$ cat config.mk
export PLATFORM = sky130hd
export DESIGN_NAME = encoder_8to3
export DESIGN_NICKNAME = d
export VERILOG_FILES = /design/src/rtl/encoder_8to3.sv
export SDC_FILE = /design/constraint.sdc
export NUM_CORES = 1
export LEC_CHECK = 0
export ABC_AREA = 1
export BUFFER_PORTS_ARGS = -buffer_cell sky130_fd_sc_hd__buf_2
export CELL_PAD_IN_SITES_DETAIL_PLACEMENT = 1
export CELL_PAD_IN_SITES_GLOBAL_PLACEMENT = 1
export CORE_AREA = 2 2 39 41
export CTS_BUF_LIST = sky130_fd_sc_hd__clkbuf_4 sky130_fd_sc_hd__clkbuf_8 sky130_fd_sc_hd__clkbuf_16
export DETAILED_ROUTE_END_ITERATION = 10
export DIE_AREA = 0 0 41 43
export HOLD_SLACK_MARGIN = 0.12
export PLACE_DENSITY_LB_ADDON = 0.1
export SKIP_LAST_GASP = 1
export SLEW_MARGIN = 0
export SYNTH_ARGS = -nofsm -noshare
export SYNTH_HDL_FRONTEND = slang
export SYNTH_SLANG_ARGS = --single-unit
export TNS_END_PERCENT = 20
$ cat constraint.sdc
create_clock -name clk -period 0.8 [get_ports clk]
set_input_delay 0.08 -clock clk [delete_from_list [all_inputs] [get_ports clk]]
set_output_delay 0.08 -clock clk [all_outputs]
set_load 0.02 [all_outputs]
$ cat src/rtl/encoder_8to3.sv
// Registered 8-to-3 priority encoder with enable and valid flag.
// Define ENCODER_ERR_EN to add the registered non-one-hot err output.
module encoder_8to3 #(
    parameter int PRIORITY_MSB = 1
) (
    input  logic       clk,
    input  logic       rst,
    input  logic [7:0] in,
    input  logic       en,
    output logic [2:0] out,
    output logic       valid
`ifdef ENCODER_ERR_EN
    ,
    output logic       err
`endif
);

    logic [2:0] idx;
    logic       any;

    // Later assignments override earlier ones, so scan order picks the winner.
    always_comb begin
        idx = 3'd0;
        if (PRIORITY_MSB != 0) begin
            for (int i = 0; i < 8; i++) begin
                if (in[i]) idx = 3'(i);
            end
        end else begin
            for (int i = 7; i >= 0; i--) begin
                if (in[i]) idx = 3'(i);
            end
        end
    end

    assign any = |in;

    always_ff @(posedge clk or posedge rst) begin
        if (rst) begin
            out   <= 3'd0;
            valid <= 1'b0;
        end else if (en) begin
            out   <= idx;
            valid <= any;
        end else begin
            out   <= 3'd0;
            valid <= 1'b0;
        end
    end

`ifdef ENCODER_ERR_EN
    logic onehot;

    assign onehot = any && ((in & (in - 8'd1)) == 8'd0);

    always_ff @(posedge clk or posedge rst) begin
        if (rst) begin
            err <= 1'b0;
        end else begin
            err <= en && !onehot;
        end
    end
`endif

endmodule

# Word-level counts from Yosys, hierarchy flattened
# Index checks and enable logic that the tools add are counted.
# W data, S select, Z words.
[op_classes]
reduce_logical = 1
muxes = 9
[ops]
columns = ["op", "n"]
rows = [
  ["$mux W3", 7],
  ["$reduce_or A8 Y1", 1],
  ["$mux W1", 2],
]
[totals]
wordCells = 12
regBits = 4

# Logic depth before layout (Yosys ltp)
[logic_depth]
depth_word = 8
depth_mapped = 7
depth_no_buf = 7

# Worst setup path before layout
# No wires, ideal clock.
[synth_path]
path_type = "input port to flip-flop"
from = "in in[5]"
to = "reg valid"
arrival_ns = 0.415
setup_time_ns = 0.125
t_required_ns = 0.675
stages = 3
path_buffers = 0
path_slack_ns = 0.260
cell_sequence = "nor2_2 a31oi_2 o21bai_1"
[synth_between]
elab_chain_len = 2
[synth_rtl]
columns = ["item", "line_no", "rtl"]
rows = [
  ["from (decl)", "8", "input logic [7:0] in,"],
  ["$reduce_or A8 Y1", "35", "assign any = |in;"],
  ["$mux W1", "41", "end else if (en) begin"],
  ["to (signal assigned)", "43", "valid <= any;"],
  ["to (decl)", "11", "output logic valid"],
]
# No other way between the ends.

# Worst setup path in the final report
[layout_path]
from = "reg valid"
to = "out valid"
# No word-level cell between the ends.

==> PnR_summary.wiki <==
{| class="wikitable"
! Metric !! Value
|-
| Outcome || finished, violations left
|-
| Violated checks || negative setup slack
|-
| Top Family by Delay on Critical Path || flip-flops
|-
| Net count, final || 56
|-
| Max Cap Violations || 0
|-
| Root buffer cell || clkbuf_4
|-
| Maximum count of clock buffers along a single path || 2
|-
| Fraction of power spent switching nets || 0.243
|-
| Largest net degree at the start of global routing || 5
|-
| Routability congestion estimate || 0.700
|-
| Routed via count divided by cell count || 3.73
|-
| Unique masters post-synth || 11
|-
| Number of sinks handled by clock tree synthesis || 4
|-
| F_max || roughly 1.2 GHz
|-
| First-pass DRT Iterations || 3
|-
| Chip Width || 41 um
|-
| Via count of the first global-routing pass || 241
|-
| Hold/Removal Path Class || in -> reg
|-
| # IOs || 15
|-
| Maximum fanout encountered on the critical timing path || 1
|-
| Total area of sequential cells || between 100 and 150 um2
|-
| Register share of total power || 0.376
|-
| Min cycle time layout || roughly 0.8 ns
|-
| Initial antenna violation count || 0
|-
| Endpoint required time on the critical path || 0.72 ns
|-
| Remaining design rule violation count || 0
|-
| Register bit total from synthesis || 4
|-
| Number of buffer and inverter instances along the worst setup path || 1
|-
| Top library cells by usage in the layout, fill and taps aside || buf_2 (10), inv_1 (7), nand2_1 (5)
|-
| Least-Margin Pin Slew || 0.284 ns
|-
| Syn. warnings || 0
|-
| Initial DRC Count || 2
|-
| Routed wirelength normalized by instance count || between 8 and 9 um
|-
| Cell leakage power || about 0.0002 uW
|-
| Fraction of the yosys area taken by sequential cells || 0.497
|-
| Category of the critical setup timing path || reg -> out
|-
| Mean post-synth cell area || 8.39 um2
|-
| Total net switching power || around 140 uW
|-
| Chain of cells forming the critical path || buf_6
|-
| Worst rel slew slack || 0.809
|-
| Slew Limit Fails || 0
|-
| Initial cell density of the core || 0.146
|-
| Largest cells by area after synthesis || dfrtp_1 (50%), inv_1 (13%), nand2_1 (9.3%), a31oi_2 (6.2%), a21oi_2 (4.3%)
|-
| Post-CTS setup-driven buffer insertion count || 0
|-
| Worst IR Drop VDD || approximately 0.00036 V
|-
| Post-layout utilization of the core || 0.259
|-
| Remaining global-route overflow || 0
|-
| Area of the multi-input gates || between 70 and 80 um2
|-
| Nets in the synthesized netlist || 35
|-
| Clock tree from TritonCTS || done
|-
| Fill cells || ~180
|-
| Final Setup Violations || 4
|-
| N_diodes || 0
|-
| DP Wirelength || between 400 and 500 um
|-
| CP peak stage delay || 0.37 ns
|-
| Post-route antenna net violation count || 0
|-
| Netlist area before placement || 201 um2
|-
| Most common cell after layout, fill and taps aside || buf_2
|-
| Crit path capture type || output pin
|-
| Final wirelength || 480 um
|-
| Proportion of power drawn by the clock network || 0.416
|-
| Internal power of the cells || ~450 uW
|-
| Power per standard cell area || 1650 nW/um2
|-
| Standard cell core area || 1380 um2
|-
| First-pass GRT wire length || 869 um
|-
| TritonCTS Buffers || 3
|-
| Number of levels the H-tree was split into || 1
|-
| Crit-path slowest cell || dfrtp_1
|-
| Gate count after technology mapping || 24
|-
| Arr. time, crit path || ~0.73 ns
|-
| Share of post-route cells with drive strength above 1 || 0.488
|-
| Logic pwr share || 0.208
|-
| Number of placement rows || 14
|-
| Share of Yosys cell area claimed by the top area cell type || 0.497
|-
| Post-synthesis to final-layout area growth || 78.3%
|-
| Count of vias placed by the detailed router || 220
|-
| Unrepaired setup endpoints after global routing || true
|-
| Endpoints failing hold || 0
|-
| Final cycle utilization of the critical path || 1.01
|-
| Dominant cell type by area after synthesis || dfrtp_1
|-
| Final setup margin || -0.00531 ns
|-
| Worst hold slack after final layout || 0.112 ns
|-
| Combined global-route utilization of all metal layers || 0.0775
|-
| Clock transition at path regs || 0.04 ns
|-
| Startpoint class of the critical path || register
|-
| Total power || between 500 and 600 uW
|-
| Die height || approximately 43 um
|-
| Number of input and output port buffers inserted || 14
|-
| Die Area || approximately 1800 um2
|}
[per-layer routing]
metal	vias to the layer above	global-route usage	part of all wire
li1	112	-	-
met1	100	0.0615	0.29
met2	8	0.125	0.61
met3	0	0.0157	0.094
met4	0	0.100	0
met5	-	0	0
[sequential cells by signal (all words and copies together), names as in the netlist]
name,count
out,3
valid,1
[Yosys cell counts (all sizes together)]
master  number
o21ai        1
a31oi        2
o21bai       1
nor4         1
nor2         1
nand2        5
inv          8
dfrtp        4
a21oi        1
[power groups by stage]
stage / clock network, uW / logic (uW) / registers, uW
after CTS: 263 / 122 / 222
after detailed placement: 0 / 103 / 222
after global placement: 0 / 102 / 221
after global routing: 273 / 138 / 224
after floorplan: 0 / 36.5 / 240
final: 246 / 123 / 222
[path summary, 6_finish.rpt]
kind | depth (start not counted) | to | start
setup / recovery | 1 | valid | valid$_DFF_PP0_
hold / removal | 3 | valid$_DFF_PP0_ | in[0]
max in group asynchronous | 3 | valid$_DFF_PP0_ | rst
min in group asynchronous | 3 | out[0]$_DFF_PP0_ | rst
[stage by stage]
step           area [um2]  setup TNS (ns)  instances  setup WS, ns
2_1_floorplan         201               0         24         0.260
3_5_place_dp          292               0         54        0.0603
3_3_place_gp          292               0         54        0.0693
5_1_grt               359          -0.123         59       -0.0314
4_1_cts               353         -0.0765         59       -0.0213
6_report              359         -0.0107         59      -0.00531
[cell families after synthesis]
kind of cell           synth area share
AOI/OAI and AO/OA                 0.199
and+or+nand+nor                   0.155
DFF                               0.497
buffers and inverters             0.149
[final cells by class]
class | instances | share of cell area
Multi-Input combinational cell | 12 | 0.199
Sequential cell | 4 | 0.279
Timing Repair Buffer | 16 | 0.321
Inverter | 8 | 0.0836
Clock buffer | 3 | 0.0627
Tap cell | 16 | 0.0557
[tightest hold or removal path, delay by kind of cell]
family                 cells  cell delay (ns)
buffers and inverters      1             0.07
and+or+nand+nor            1             0.04
AOI/OAI and AO/OA          1             0.11
[timing repair]
action	4_1_cts	5_1_grt
hold buffers	2	0
pin swaps	0	0
gates resized for setup	6	2
endpoints found under the hold margin	6	0
setup endpoints to repair	4	4
No activity file was read; power rests on OpenSTA's default activity.
